**src/rtl/dm_arbiter_pkg.sv**
```systemverilog
// Shared encodings and lane helpers for the data-memory arbiter: byte enables,
// store lane replication, load extraction and alignment checks.
package dm_arbiter_pkg;

  localparam logic [1:0]  SIZE_BYTE    = 2'b00;
  localparam logic [1:0]  SIZE_HALF    = 2'b01;
  localparam logic [1:0]  SIZE_WORD    = 2'b10;
  localparam logic [31:0] DM_LIMIT_DEF = 32'h0000_3000;

  function automatic logic [3:0] be_gen(input logic [1:0] size, input logic [1:0] off);
    logic [3:0] be;
    case (size)
      SIZE_BYTE: be = 4'b0001 << off;
      SIZE_HALF: be = off[1] ? 4'b1100 : 4'b0011;
      default:   be = 4'b1111;
    endcase
    return be;
  endfunction

  function automatic logic [31:0] wr_rep(input logic [1:0] size, input logic [31:0] wdata);
    logic [31:0] lanes;
    case (size)
      SIZE_BYTE: lanes = {4{wdata[7:0]}};
      SIZE_HALF: lanes = {2{wdata[15:0]}};
      default:   lanes = wdata;
    endcase
    return lanes;
  endfunction

  function automatic logic [31:0] load_ext(input logic [31:0] word, input logic [1:0] size,
                                           input logic [1:0] off, input logic sext);
    logic [31:0] lane;
    logic [31:0] res;
    lane = word >> {off, 3'b000};
    case (size)
      SIZE_BYTE: res = {{24{sext & lane[7]}}, lane[7:0]};
      SIZE_HALF: res = off[1] ? {{16{sext & word[31]}}, word[31:16]}
                              : {{16{sext & word[15]}}, word[15:0]};
      default:   res = word;
    endcase
    return res;
  endfunction

  // Size code 11 behaves as a word access, so it shares the word alignment rule.
  function automatic logic misaligned(input logic [1:0] size, input logic [1:0] off);
    logic mis;
    case (size)
      SIZE_BYTE: mis = 1'b0;
      SIZE_HALF: mis = off[0];
      default:   mis = (off != 2'b00);
    endcase
    return mis;
  endfunction

endpackage

```
**src/rtl/dm_lane_unit.sv**
```systemverilog
// Combinational lane logic: store byte enables and replication for the current
// access, and extraction of the registered load word for the return slot.
module dm_lane_unit
  import dm_arbiter_pkg::*;
(
  input  logic [1:0]  wr_size,
  input  logic [1:0]  wr_off,
  input  logic [31:0] wr_data,
  output logic [3:0]  wr_be,
  output logic [31:0] wr_lanes,
  input  logic [31:0] rd_word,
  input  logic [1:0]  rd_size,
  input  logic [1:0]  rd_off,
  input  logic        rd_sext,
  output logic [31:0] rd_ext
);

  assign wr_be    = be_gen(wr_size, wr_off);
  assign wr_lanes = wr_rep(wr_size, wr_data);
  assign rd_ext   = load_ext(rd_word, rd_size, rd_off, rd_sext);

endmodule

```
**src/rtl/dm_arbiter.sv**
```systemverilog
// Single-port data-memory arbiter between the CPU M-stage and a word DMA port,
// with DMA anti-starvation and one-cycle registered load return.
module dm_arbiter
  import dm_arbiter_pkg::*;
#(
  parameter logic [31:0] DM_LIMIT   = DM_LIMIT_DEF,
  parameter int unsigned STARVE_MAX = 4
) (
  input  logic        clk,
  input  logic        reset,
  input  logic        cpu_req,
  input  logic        cpu_we,
  input  logic [1:0]  cpu_size,
  input  logic        cpu_sext,
  input  logic [31:0] cpu_addr,
  input  logic [31:0] cpu_wdata,
  input  logic [31:0] cpu_pc,
  output logic        cpu_gnt,
  output logic        cpu_rvalid,
  output logic [31:0] cpu_rdata,
  output logic        cpu_err,
  input  logic        dma_req,
  input  logic        dma_we,
  input  logic [31:0] dma_addr,
  input  logic [31:0] dma_wdata,
  output logic        dma_gnt,
  output logic        dma_rvalid,
  output logic [31:0] dma_rdata,
  output logic        dm_we,
  output logic [31:0] dm_addr,
  output logic [31:0] dm_wdata,
  output logic [31:0] dm_pc,
  output logic [3:0]  dm_be,
  input  logic [31:0] dm_rdata
);

  localparam logic [3:0] STARVE_LIM = 4'(STARVE_MAX);

  logic [3:0]  starve_q, starve_d;
  logic        cpu_rvalid_q, cpu_rvalid_d;
  logic        cpu_err_q, cpu_err_d;
  logic [31:0] cpu_word_q, cpu_word_d;
  logic [1:0]  ld_size_q, ld_size_d;
  logic [1:0]  ld_off_q, ld_off_d;
  logic        ld_sext_q, ld_sext_d;
  logic        dma_rvalid_q, dma_rvalid_d;
  logic [31:0] dma_rdata_q, dma_rdata_d;

  logic        starve_full;
  logic        cpu_mis;
  logic        cpu_oor;
  logic        dma_oor;
  logic [3:0]  lane_be;
  logic [31:0] lane_wdata;
  logic [31:0] lane_rext;
  logic        unused_dma_off;

  // DMA addresses are word-granular; the low bits are deliberately dropped.
  assign unused_dma_off = ^dma_addr[1:0];

  dm_lane_unit u_lane (
    .wr_size  (cpu_size),
    .wr_off   (cpu_addr[1:0]),
    .wr_data  (cpu_wdata),
    .wr_be    (lane_be),
    .wr_lanes (lane_wdata),
    .rd_word  (cpu_word_q),
    .rd_size  (ld_size_q),
    .rd_off   (ld_off_q),
    .rd_sext  (ld_sext_q),
    .rd_ext   (lane_rext)
  );

  // Grant selection, memory drive and next state of the counter/return slot.
  always_comb begin
    starve_full  = (starve_q == STARVE_LIM);
    cpu_mis      = misaligned(cpu_size, cpu_addr[1:0]);
    cpu_oor      = ({cpu_addr[31:2], 2'b00} >= DM_LIMIT);
    dma_oor      = ({dma_addr[31:2], 2'b00} >= DM_LIMIT);
    dma_gnt      = !reset && dma_req && (starve_full || !cpu_req);
    cpu_gnt      = !reset && cpu_req && !dma_gnt;
    dm_we        = 1'b0;
    dm_be        = 4'b0000;
    dm_addr      = 32'h0000_0000;
    dm_wdata     = 32'h0000_0000;
    dm_pc        = 32'h0000_0000;
    if (cpu_gnt) begin
      dm_addr  = cpu_addr;
      dm_wdata = lane_wdata;
      dm_pc    = cpu_pc;
      dm_be    = cpu_mis ? 4'b0000 : lane_be;
      dm_we    = cpu_we && !cpu_mis && !cpu_oor;
    end else if (dma_gnt) begin
      dm_addr  = {dma_addr[31:2], 2'b00};
      dm_wdata = dma_wdata;
      dm_be    = 4'b1111;
      dm_we    = dma_we && !dma_oor;
    end else begin
      dm_we    = 1'b0;
    end

    if (reset || !dma_req || dma_gnt) begin
      starve_d = 4'd0;
    end else if (starve_q != 4'hF) begin
      starve_d = starve_q + 4'd1;
    end else begin
      starve_d = starve_q;
    end

    // Suppressed loads still return a valid zero word in the next slot.
    cpu_rvalid_d = cpu_gnt && !cpu_we;
    cpu_err_d    = cpu_gnt && cpu_mis;
    cpu_word_d   = (cpu_rvalid_d && !cpu_mis && !cpu_oor) ? dm_rdata : 32'h0000_0000;
    ld_size_d    = cpu_rvalid_d ? cpu_size : 2'b00;
    ld_off_d     = cpu_rvalid_d ? cpu_addr[1:0] : 2'b00;
    ld_sext_d    = cpu_rvalid_d && cpu_sext;
    dma_rvalid_d = dma_gnt && !dma_we;
    dma_rdata_d  = (dma_rvalid_d && !dma_oor) ? dm_rdata : 32'h0000_0000;
  end

  // Starvation counter and read-return registers.
  always_ff @(posedge clk) begin
    if (reset) begin
      starve_q     <= 4'd0;
      cpu_rvalid_q <= 1'b0;
      cpu_err_q    <= 1'b0;
      cpu_word_q   <= 32'h0000_0000;
      ld_size_q    <= 2'b00;
      ld_off_q     <= 2'b00;
      ld_sext_q    <= 1'b0;
      dma_rvalid_q <= 1'b0;
      dma_rdata_q  <= 32'h0000_0000;
    end else begin
      starve_q     <= starve_d;
      cpu_rvalid_q <= cpu_rvalid_d;
      cpu_err_q    <= cpu_err_d;
      cpu_word_q   <= cpu_word_d;
      ld_size_q    <= ld_size_d;
      ld_off_q     <= ld_off_d;
      ld_sext_q    <= ld_sext_d;
      dma_rvalid_q <= dma_rvalid_d;
      dma_rdata_q  <= dma_rdata_d;
    end
  end

  assign cpu_rvalid = cpu_rvalid_q;
  assign cpu_err    = cpu_err_q;
  assign cpu_rdata  = lane_rext;
  assign dma_rvalid = dma_rvalid_q;
  assign dma_rdata  = dma_rdata_q;

endmodule

```
**config.mk**
```make
export PLATFORM = sky130hd
export DESIGN_NAME = dm_arbiter
export DESIGN_NICKNAME = d
export VERILOG_FILES = /design/src/rtl/dm_arbiter_pkg.sv /design/src/rtl/dm_lane_unit.sv /design/src/rtl/dm_arbiter.sv
export SDC_FILE = /design/constraint.sdc
export NUM_CORES = 1
export LEC_CHECK = 0
export CAP_MARGIN = 10
export CELL_PAD_IN_SITES_DETAIL_PLACEMENT = 1
export CELL_PAD_IN_SITES_GLOBAL_PLACEMENT = 1
export CORE_MARGIN = 8
export CORE_UTILIZATION = 22
export CTS_CLUSTER_DIAMETER = 100
export DETAILED_ROUTE_END_ITERATION = 8
export GPL_ROUTABILITY_DRIVEN = 0
export GPL_TIMING_DRIVEN = 0
export PLACE_DENSITY = 0.91
export SETUP_SLACK_MARGIN = 0.5
export SYNTH_ARGS = -nofsm -noshare
export SYNTH_HDL_FRONTEND = slang
export SYNTH_SLANG_ARGS = --single-unit
export TNS_END_PERCENT = 5
```
**constraint.sdc**
```tcl
create_clock -name clk -period 3 [get_ports clk]
set_input_delay 0.45 -clock clk [delete_from_list [all_inputs] [get_ports clk]]
set_output_delay 0.45 -clock clk [all_outputs]
set_load 0.02 [all_outputs]
```
# --- Yosys cells after proc, flatten, opt, wreduce, memory -nomap -nowiden ---
# Index checks and enable logic that the tools add are counted.
totals:
  ff_bits: 76
  in_bits: 201
  out_inout_bits: 170
  word_cells: 73
classes:
  add_sub_neg: 1
  magnitude_cmp: 2
  eq_ne: 4
  shifts: 2
  mux: 16
  bitwise: 6
  n_reduce_logical: 33
op_table:
  columns: ["op", "n"]
  rows:
  - ["32-bit two-way mux", 6]
  - ["32-bit one-hot mux with 2 select lines", 2]
  - ["32-bit by 14-bit >= comparator with 1-bit output (second input constant)", 2]
  - ["32-bit by 5-bit >> shifter with 8-bit output", 1]
  - ["4-bit two-way mux", 4]
  - ["1-bit logical AND", 14]
  - ["1-bit logical NOT", 9]
  - ["4-bit one-hot mux with 2 select lines", 1]
  - ["2-bit OR reduction", 4]
  - ["4-bit by 1-bit adder with 4-bit output (second input constant)", 1]
  - ["2-bit by 1-bit == test with 1-bit output (second input constant)", 2]
  - ["4-bit by 3-bit == test with 1-bit output (second input constant)", 1]
  - ["2-bit logical NOT", 2]
  - ["4-bit != test (second input constant)", 1]
  - ["1-bit by 2-bit left shift with 4-bit output (first input constant)", 1]
  - ["1-bit bitwise AND", 3]
  - ["1-bit logical OR", 3]
  - ["1-bit NOT", 3]
  - ["1-bit two-way mux", 2]
  - ["1-bit one-hot mux with 2 select lines", 1]
  - ["2-bit nonzero test", 1]

# --- Longest topological paths before layout ---
logic_depth:
  word_depth: 10
  ltp_mapped: 9

# --- Cells and area by module ---
# Synthesis repeated with hierarchy kept, for this count alone.
hier_totals:
  hier_cells: 491
  area_unflattened_um2: 4381.7
modules_own_cells:
  columns: ["mod", "instances", "cells_each", "area_each_um2", "seq_area_each_um2"]
  rows:
  - ["dm_arbiter", 1, 326, 3185.6, 1521.5]
  - ["dm_lane_unit", 1, 165, 1196.1, 0.0]

# --- Least setup slack after synthesis ---
# OpenSTA, ideal clock, no wires.
synth_timing:
  path_kind: "reg-to-output"
  startpoint: "register starve_q[0]"
  endpoint: "output dm_pc[22]"
  t_arrival_ps: 1818
  slack_ps: 732
  stages_incl_launch_ff: 10
  path_buffers: 3
  path_cell_list: "dfxtp_1 inv_1 ha_1 and3b_1 a21o_1 buf_2 inv_1 buf_2 buf_2 and2_1"
synth_via:
  elab_chain_len: 6
synth_lines:
  columns: ["element", "line", "rtl"]
  rows:
  - ["start, declared", "dm_arbiter.sv:39", "logic [3:0] starve_q, starve_d;"]
  - ["start signal, assigned", "dm_arbiter.sv:134", "starve_q <= starve_d;"]
  - ["4-bit by 3-bit == test with 1-bit output", "dm_arbiter.sv:76", "starve_full = (starve_q == STARVE_LIM);"]
  - ["1-bit logical OR", "dm_arbiter.sv:80", "dma_gnt = !reset && dma_req && (starve_full || !cpu_req);"]
  - ["1-bit logical AND", "dm_arbiter.sv:80", null]
  - ["1-bit logical NOT", "dm_arbiter.sv:81", "cpu_gnt = !reset && cpu_req && !dma_gnt;"]
  - ["1-bit logical AND", "dm_arbiter.sv:81", null]
  - ["net cpu_gnt", "dm_arbiter.sv:18", "output logic cpu_gnt,"]
  - ["32-bit two-way mux", "dm_arbiter.sv:87", "if (cpu_gnt) begin"]
  - ["end, declared", "dm_arbiter.sv:32", "output logic [31:0] dm_pc,"]
# The timed path passes the listed nets, and every way through them passes these cells.

# --- Worst setup path in the final report ---
layout_timing:
  startpoint: "register ld_size_q[0]"
  endpoint: "output cpu_rdata[27]"
layout_via:
  elab_chain_len: 2
layout_lines:
  columns: ["element", "line", "rtl"]
  rows:
  - ["start, declared", "dm_arbiter.sv:43", "logic [1:0] ld_size_q, ld_size_d;"]
  - ["start signal, assigned", "dm_arbiter.sv:138", "ld_size_q <= ld_size_d;"]
  - ["2-bit by 1-bit == test with 1-bit output or 2-bit logical NOT (tied branches)", "dm_arbiter_pkg.sv:35", "case (size)"]
  - ["32-bit one-hot mux with 2 select lines *", "dm_arbiter_pkg.sv:35", null]
  - ["end, declared", "dm_arbiter.sv:20", "output logic [31:0] cpu_rdata,"]
# Every way passes the cells marked *; elsewhere a longest branch is shown, timed or not.

==> impl_metrics.tcl <==
set metrics [dict create \
    critPathCaptureType "primary output" \
    number_of_remaining_drc_errors 0 \
    dominantRegCellSynth "dfxtp_1" \
    drt_pass1_iterations 4 \
    hold_path_class "primary input to flop" \
    grt_remaining_overflow 0 \
    dp_hpwl_mm 22.3 \
    syn_area_um2 4090 \
    relSlewSlack_pct 62.1 \
    first_global_vias 6091 \
    place.port_buffers 366 \
    floorplan.rows 50 \
    antenna_left 0 \
    layout.nets 1092 \
    internal_power_consumption_mw 2.02 \
    synth-edff-count 0 \
    wl_met2_mm 13.4 \
    fp.dieArea_um2 23200 \
    leakage_nw 3.72 \
    synthCells 496 \
    cts_htree_levels 3 \
    detail_route.vias_per_cell 4.71 \
    pre_cts_slack_ns -0.609 \
    die_h_um 152 \
    outcome "finished clean" \
    postLayoutSetupSlackWorst_ns 0.340 \
    ys_seq_elements 76 \
    setup_repair_after_global_routing_missed_its_margin "yes" \
    synth_async_sr_flop_share_pct 0 \
    clkSinkCount 76 \
    antenna_found_initial 6 \
    clk-insertion-delay-late_ns 0.33 \
    final-seq-area_um2 1530 \
    crit_path_top_delay_cell "clkdlybuf4s50_1" \
    die_width_um 152 \
    finalMaxSlewViolations 0 \
    worst_path_dominant_cell_family "buffers and inverters" \
    clock_skew_ns 0.00533 \
    p_switching_uw 767 \
    criticalPathCategory "flop to primary output" \
    vdd.ir_drop.worst_mv 0.219 \
    drt_iter0_markers 203 \
    synth_sequential_area_ratio_pct 37.2 \
    timing.final.setup_violations 0 \
    vias 5336 \
    dpl-instance-area_um2 8050 \
    initial_core_util_pct 22.2 \
    max_cap_violations 0 \
    period_utilization_post_route_pct 88.7 \
    timing_hold_violations_final 0 \
    final_cell_area_um2 8620 \
    cts_hold_buffers_added 0 \
    critical_path.n_buffers_inverters 2 \
    area_growth_pct 111 \
    worst_pin_slew_ns 0.568 \
    clk_transition_reported_paths_ns 0.06 \
    ioPinCount 371 \
    cp_slowest_stage_delay_ns 0.61 \
    met3_length_mm 2.25 \
    syn-num-nets 699 \
    finalNonFillerCells 1132 \
    critPathLaunchType "flop" \
    cts_tree "done" \
    grt_start_max_net_pins 13 \
    core_region_area_um2 18500 \
    ys_warn_count 0 \
    seqPwrFrac_pct 36.5 \
    power-per-cell-area_nw_per_um2 323 \
    grt_first_pass_wirelength_mm 38.9 \
    min_period_ns 2.66 \
    syn_area_per_cell_um2 8.25 \
    clock.fmax_mhz 376 \
    cp.arrival_ns 2.21 \
    pwr-share-comb_pct 28.0 \
    drive_above_1_share_pct 18.6 \
    route.layer.met1.wl_mm 10.0 \
    pwr-share-clk_pct 35.5 \
    dpl.cell_count 1096 \
    critical_path_required_ns 2.55 \
    power.switching_fraction_pct 27.5 \
    drt-wirelength-per-cell_um 23.6 \
    yosysUniqueCellTypes 41 \
    timing.critical_path.cells "or3_1 -> nor2_1 -> o21ai_2 -> clkbuf_4 -> nand2_1 -> clkdlybuf4s50_1" \
    critical_path.max_fanout 10 \
    area_taken_by_multi_input_logic_gates_um2 2460 \
    clock_tree.root_cell "clkbuf_16" \
    highest_layer "met5" \
    clock_tree.buffer_depth 2 \
    layout.filler_cells 2131 \
    globalRouteTotalUtil_pct 22.1 \
    finalWirelength_mm 26.7 \
    final_core_utilization_pct 46.7 \
    cts_buffers 9 \
]
cell usage after synthesis (2+ instances only):
cell      number  area [um2]
and2_1       105         657
dfxtp_1       76        1520
nand2_1       66         248
a22o_1        38         333
mux2i_1       34         340
o21ai_0       33         165
nor2_1        28         105
clkbuf_1      21        78.8
a21oi_1       16        80.1
buf_2         10        50.1
a221o_1        9        90.1
nor4_1         7        43.8
clkbuf_2       6        30.0
a21o_1         4        30.0
inv_1          4        15.0
nand2b_1       3        18.8
nand3_1        3        15.0
nor3_1         3        15.0
o31ai_1        3        22.5
xnor2_1        3        26.3
a211oi_1       2        15.0
ha_1           2        25.0
nand4_1        2        12.5
cells in the final DEF (no fill, tap or decap), types with 23 or more instances in the layout:
master	n
clkdlybuf4s50_1	241
and2_1	102
dfxtp_1	74
nand2_1	66
clkdlybuf4s15_2	41
a22o_1	38
mux2i_1	34
dlygate4sd2_1	30
o21ai_0	29
nor2_1	27
buf_2	26
buf_4	23
metal layers:
| layer | vias to the layer above | global-route usage (%) |
|---|---|---|
| met4 | 4 | 9.23 |
| met1 | 2524 | 23.0 |
| met2 | 258 | 39.5 |
| met5 | - | 0 |
| li1 | 2503 | - |
| met3 | 47 | 7.94 |
layout make-up:
cell class              instances  area share [%]
diodes                          4           0.116
plain buffers                  38            3.57
clock buffers                  12            2.86
clock inverters                 4           0.290
inverters                       5           0.363
multi-input cells             377            28.5
flip-flops and latches         76            17.7
well taps                     234            3.40
repair buffers                382            43.2
worst paths after layout:
kind | from | endpoint | slack (ns) | cells after the start
max | ld_size_q[0] | cpu_rdata[27] | 0.34 | 6
min | cpu_size[1] | cpu_err | 0.57 | 3
max reg2reg | starve_q[1] | cpu_word_q[30] | 0.75 | 10
min reg2reg | starve_q[3] | starve_q[2] | 0.57 | 2
timing repair:
action                     4_1_cts  5_1_grt
setup buffers                   10        3
gates resized for setup        409       44
setup endpoints to repair      135      135
pin swaps                        4        5
gates cloned                     3        0
registers in the layout, summed over array words and instances (netlist names):
name	flops
cpu_err	1
ld_off_q	2
starve_q	4
cpu_rvalid	1
dma_rvalid	1
ld_size_q	2
ld_sext_q	1
dma_rdata	32
cpu_word_q	32
kinds of logic (layout without fill, tap and decap cells):
kind of cell / count (synthesis) / after routing / share of synthesized area [%]
compound gates: 111 / 111 / 19.1
xor+xnor: 4 / 4 / 0.857
fa+ha+maj: 2 / 2 / 0.612
buf+inv: 43 / 441 / 4.44
flops: 76 / 76 / 37.2
mux: 34 / 34 / 8.32
other cells: 0 / 4 / 0
simple gates: 226 / 226 / 29.5
through the flow:
stage | setup TNS (ns) | total power [mW] | hold WS [ns]
after floorplan | 0 | 1.29 | 0.510
after global placement | -34.88 | 1.79 | 0.541
after detailed placement | -39.93 | 1.80 | 0.559
after CTS | 0 | 2.81 | 0.562
after global routing | 0 | 2.89 | 0.592
final | 0 | 2.78 | 0.571
worst reg2reg max path: stages (launching register included):
cell	delay, ns
dfxtp_2	0.33
inv_2	0.05
ha_4	0.15
and3b_1	0.20
a21o_1	0.21
buf_4	0.14
buf_2	0.16
buf_4	0.15
nor4_4	0.36
clkbuf_2	0.29
and2_1	0.16
power by group through the flow:
stage	registers (mW)	clock network (mW)	logic (mW)
after global placement	1.04	0	0.752
final	1.02	0.988	0.781
after global routing	1.02	1.06	0.820
after detailed placement	1.04	0	0.765
after CTS	1.02	1.01	0.776
after floorplan	1.04	0	0.250
Note: power is estimated with default switching activity, not from simulation.
==> variant 1 (same settings) <==
Remove the register `cpu_err_q`: a continuous assignment takes its place, so the output `cpu_err` follows one clock earlier.
--- a/src/rtl/dm_arbiter.sv
+++ b/src/rtl/dm_arbiter.sv
@@ -123,7 +123,6 @@
     if (reset) begin
       starve_q     <= 4'd0;
       cpu_rvalid_q <= 1'b0;
-      cpu_err_q    <= 1'b0;
       cpu_word_q   <= 32'h0000_0000;
       ld_size_q    <= 2'b00;
       ld_off_q     <= 2'b00;
@@ -133,7 +132,6 @@
     end else begin
       starve_q     <= starve_d;
       cpu_rvalid_q <= cpu_rvalid_d;
-      cpu_err_q    <= cpu_err_d;
       cpu_word_q   <= cpu_word_d;
       ld_size_q    <= ld_size_d;
       ld_off_q     <= ld_off_d;
@@ -143,6 +141,8 @@
     end
   end
 
+  assign cpu_err_q = cpu_err_d;
+
   assign cpu_rvalid = cpu_rvalid_q;
   assign cpu_err    = cpu_err_q;
   assign cpu_rdata  = lane_rext;
Behaviour: not the same (a bounded check fails within 4 cycles, from zero or initial values and one cycle with reset high).
==> variant 1 against the original RTL <==
- critical path type unchanged
- largest power group is now the clock network
- design area shrank 3.7%
- routed wire length fell by 0.22%
- worst setup slack worse by 0.022 ns
- sequential cell count down 1
- total power decreased by 1.1%
- fmax fell by 0.83%
- synthesized area down 0.49%
- non-clock buffer count fell by 7
==> variant 1: results (changes against the original RTL) <==
grt_max_degree: 14  # +1
wl_met2_mm: 13.48  # +0.46%
multiInputGateArea_mm2: 0.002444  # -0.61%
grt_pass1_vias: 5949  # -2.3%
htreeDepth: 3  # unchanged
n_all_inverters: 5  # unchanged
syn-num-nets: 698  # -0.14%
vias_per_cell: 4.770  # +1.2%
synth_flop_cell: "dfxtp_1"
dr.first_iter.drc_count: 147  # -28%
top_layer_used: "met5"
critPathSlowestCell: "dlygate4sd2_1"
antenna_found_initial: 4  # -2
wl_met3_mm: 2.182  # -3.2%
critical_path_peak_fanout: 10  # unchanged
hold_path.class: "reg2reg"
antenna_cells: 1  # -3
async_flop_share_pct: 0  # unchanged
met1_usage_pct: 23.50  # +0.49 points
fillers: 2164  # +1.5%
dp_slack_ns: -0.4983  # +0.1112 ns
fin_cells: 1116  # -1.4%
tightestPinTransition_ns: 0.5746  # +0.006295 ns
final-seq-area_mm2: 0.001506  # -1.3%
grt_usage_pct: 22.21  # +0.16 points
synthTopCellsByArea: "dfxtp_1, and2_1, mux2i_1"
grtUsageMet2_pct: 39.97  # +0.49 points
cp.arrival_ns: 2.23  # +0.02 ns
clock_area_share_pct: 3.363  # +0.21 points
leakage_nw: 3.672  # -1.4%
synthTopCellsByCount: "and2_1, dfxtp_1, nand2_1, a22o_1, mux2i_1"
nonClkBufAreaFrac_pct: 45.26  # -1.5 points
grt_use_met3_pct: 7.884  # -0.057 points
ir_drop_uv: 248.9  # +14%
buffers: 413  # -1.7%
drive_gt1_share_pct: 17.49  # -1.1 points
nClkBuffers: 11  # -1
synth-seq-area-share_pct: 36.89  # -0.31 points
avgSynthCellArea_um2: 8.223  # -0.29%
status: "complete, no violations"
clockBufferDepth: 2  # unchanged
worst_clock_skew_ns: 0.007475  # +0.002144 ns
fin_nets: 1084  # -0.73%
nMultiInputCombCells: 377  # unchanged
insertion_delay_ns: 0.33  # about the same
cpPeakStageDelay_ns: 0.38  # -0.23 ns
grt_pass1_wl_mm: 39.19  # +0.75%
wl_met1_mm: 10.11  # +1.1%
place_area_mm2: 0.008020  # -0.33%
root_buffer: "clkbuf_16"
nFlopsAndLatches: 75  # -1.3%
routedWlPerCell_um: 23.90  # +1.2%
netlist_instances: 495  # -0.20%
place.detailed.hpwl_mm: 22.37  # +0.28%
[variant 1: power by group]
part / switching (W) / internal (W) / total (W) / leakage [nW]
Clock: 0.000422 / 0.000584 / 0.00101 / 0.128
Combinational: 0.000345 / 0.000402 / 0.000747 / 2.94
Sequential: 0.00000224 / 0.000999 / 0.00100 / 0.606
Total: 0.000769 / 0.00198 / 0.00275 / 3.67
[variant 1: what timing repair did]
| action | in CTS | in global routing |
|---|---|---|
| endpoints found under the hold margin | 0 | 0 |
| endpoints found under the setup margin | 136 | 136 |
| pin swaps | 1 | 0 |
| gates resized for setup | 432 | 32 |
| setup buffers | 6 | 0 |
| gates cloned | 3 | 0 |
[variant 1: metrics by stage]
stage          util (%)  hold slack (ns)  setup TNS (ns)
3_3_place_gp      44.34           0.5425          -33.24
2_1_floorplan         -           0.5096               0
5_1_grt           45.87           0.6129               0
6_report          45.87           0.5600               0
3_5_place_dp      44.34           0.5641          -36.15
4_1_cts           45.77           0.5672               0
[variant 1: logic make-up after synthesis]
kind of cell	count (synthesis)	share of synthesized area (%)
buffers and inverters	43	4.457
AO/OA/AOI/OAI	111	19.21
flip-flops	75	36.89
multiplexers	34	8.362
AND/OR/NAND/NOR	226	29.60
XOR/XNOR	4	0.8609
adder cells (fa/ha/maj)	2	0.6147
[variant 1: path summary, 6_finish.rpt]
| path | startpoint | depth (start not counted) | slack (ns) | to |
|---|---|---|---|---|
| worst max register to register | starve_q[0] | 9 | 0.86 | cpu_word_q[18] |
| worst max-delay path | starve_q[0] | 9 | 0.32 | dm_wdata[15] |
| worst min-delay path | starve_q[3] | 2 | 0.56 | starve_q[2] |
| worst min register to register | starve_q[3] | 2 | 0.56 | starve_q[2] |
==> variant 2 (same settings) <==
Made on the original files. The package constant `DM_LIMIT_DEF` goes from 32'h0000_3000 to 32'h00002000.
--- a/src/rtl/dm_arbiter_pkg.sv
+++ b/src/rtl/dm_arbiter_pkg.sv
@@ -5,7 +5,7 @@
   localparam logic [1:0]  SIZE_BYTE    = 2'b00;
   localparam logic [1:0]  SIZE_HALF    = 2'b01;
   localparam logic [1:0]  SIZE_WORD    = 2'b10;
-  localparam logic [31:0] DM_LIMIT_DEF = 32'h0000_3000;
+  localparam logic [31:0] DM_LIMIT_DEF = 32'h00002000;
 
   function automatic logic [3:0] be_gen(input logic [1:0] size, input logic [1:0] off);
     logic [3:0] be;
Behaviour: not the same (Yosys sat finds a counterexample within 4 cycles, from zero or initial values and one cycle with reset high).
==> variant 2 against the original RTL <==
- sequential cell count did not move
- design area fell by 3.8%
- worst setup slack got worse by 0.091 ns
- combinational power fell by 5.8%
- routed wire length rose by 0.92%
- synthesized area rose by 2.0%
- global-route usage fell by 0.24 points
- sequential power barely moved
- total power fell by 1.5%
- hold slack improved by 0.0034 ns
- critical path type unchanged
- largest power group unchanged
- highest routed layer unchanged
==> variant 2: results (changes against the original RTL) <==
grt_pass1_vias: 6023  # -1.1%
crit_start: "ld_size_q[0]"
wl_met3_mm: 2.092  # -7.1%
fin_nets: 1091  # -0.092%
drive_gt1_share_pct: 23.52  # +4.9 points
grt_max_degree: 14  # +1
hold_path_end: "ld_off_q[1]"
cpPeakStageDelay_ns: 0.64  # +0.03 ns
vias_per_cell: 4.682  # -0.67%
avgSynthCellArea_um2: 8.329  # +1.0%
ff2ff_path_depth: 8  # -2
holdCritStartpoint: "cpu_addr[1]"
grt_pass1_wl_mm: 38.57  # -0.85%
ff2ff_setup_slack_ns: 0.71  # -0.04 ns
antenna_found_initial: 3  # -3
vias: 5286  # -0.94%
fin_crit_sh_pct: 91.70  # +3.0 points
dp_slack_ns: -0.5744  # +0.03507 ns
grt_usage_pct: 21.81  # -0.24 points
syn-num-nets: 704  # +0.72%
status: "complete, no violations"
finalWirelength_mm: 26.98  # +0.92%
synth-seq-area-share_pct: 36.46  # -0.74 points
place_area_mm2: 0.008129  # +1.0%
place.detailed.hpwl_mm: 22.94  # +2.8%
fillers: 2209  # +3.7%
final-seq-area_mm2: 0.001528  # about the same
ir_drop_uv: 255.5  # +17%
worst_clock_skew_ns: 0.01074  # +0.005407 ns
synthTopCellsByArea: "dfxtp_1, and2_1, a22o_1"
ys_types: 42  # +2.4%
timing.hold.ws_ns: 0.5744  # +0.003351 ns
wl_met1_mm: 10.04  # +0.36%
cp.arrival_ns: 2.30  # +0.09 ns
leakage_nw: 3.629  # -2.5%
swShare_pct: 28.35  # +0.81 points
grt_use_met3_pct: 6.923  # -1.0 points
dr.first_iter.drc_count: 250  # +23%
r2r_start: "starve_q[0]"
wl_met2_mm: 14.10  # +5.1%
met1_usage_pct: 22.70  # -0.31 points
r2r_end: "cpu_word_q[10]"
critical_path_peak_fanout: 9  # -1
tightestPinTransition_ns: 0.5697  # +0.001340 ns
crit_end: "cpu_rdata[31]"
whs_path_depth: 2  # -1
[variant 2: cell count changes after synthesis, moves of 2 or more]
cell and change:
nor2b_1 +2, clkbuf_2 -2, a21o_2 +2, and2_1 -32, nor4_1 +3, and2_2 +31, clkbuf_1 -4, nand2_1 +5
buf_1 +3
[variant 2: final cells by class]
type / count / area share [%]
inverters: 5 / 0.4375
well taps: 234 / 3.530
flip-flops and latches: 76 / 18.42
diodes: 2 / 0.06034
clock inverters: 5 / 0.4526
repair buffers: 375 / 40.14
multi-input cells: 384 / 30.76
repair inverters: 1 / 0.1056
clock buffers: 11 / 2.806
plain buffers: 36 / 3.289
[variant 2: power by group through the flow]
| stage | logic, W | clock network (W) | registers, W |
|---|---|---|---|
| 2_1_floorplan | 0.000251 | 0 | 0.00104 |
| 3_3_place_gp | 0.000755 | 0 | 0.00104 |
| 3_5_place_dp | 0.000763 | 0 | 0.00104 |
| 4_1_cts | 0.000739 | 0.00101 | 0.00102 |
| 5_1_grt | 0.000776 | 0.00106 | 0.00102 |
| 6_report | 0.000736 | 0.000991 | 0.00102 |
[variant 2: logic make-up (layout without fill, tap and decap cells)]
| kind of cell | after synthesis | count (layout) | synth area share [%] |
|---|---|---|---|
| xor+xnor | 4 | 4 | 0.8397 |
| mux | 33 | 33 | 7.916 |
| flops | 76 | 76 | 36.46 |
| simple gates | 233 | 233 | 30.58 |
| buf+inv | 41 | 433 | 4.138 |
| fa+ha+maj | 2 | 2 | 0.5996 |
| compound gates | 112 | 112 | 19.46 |
| other cells | 0 | 2 | 0 |
[variant 2: what timing repair did]
item                                    in CTS  in global routing
endpoints found under the setup margin     135                185
buffers inserted                             8                  1
resized for setup                          519                 21
hold buffers                                 0                  0
pin swaps                                    5                  1
gates cloned                                 1                  0
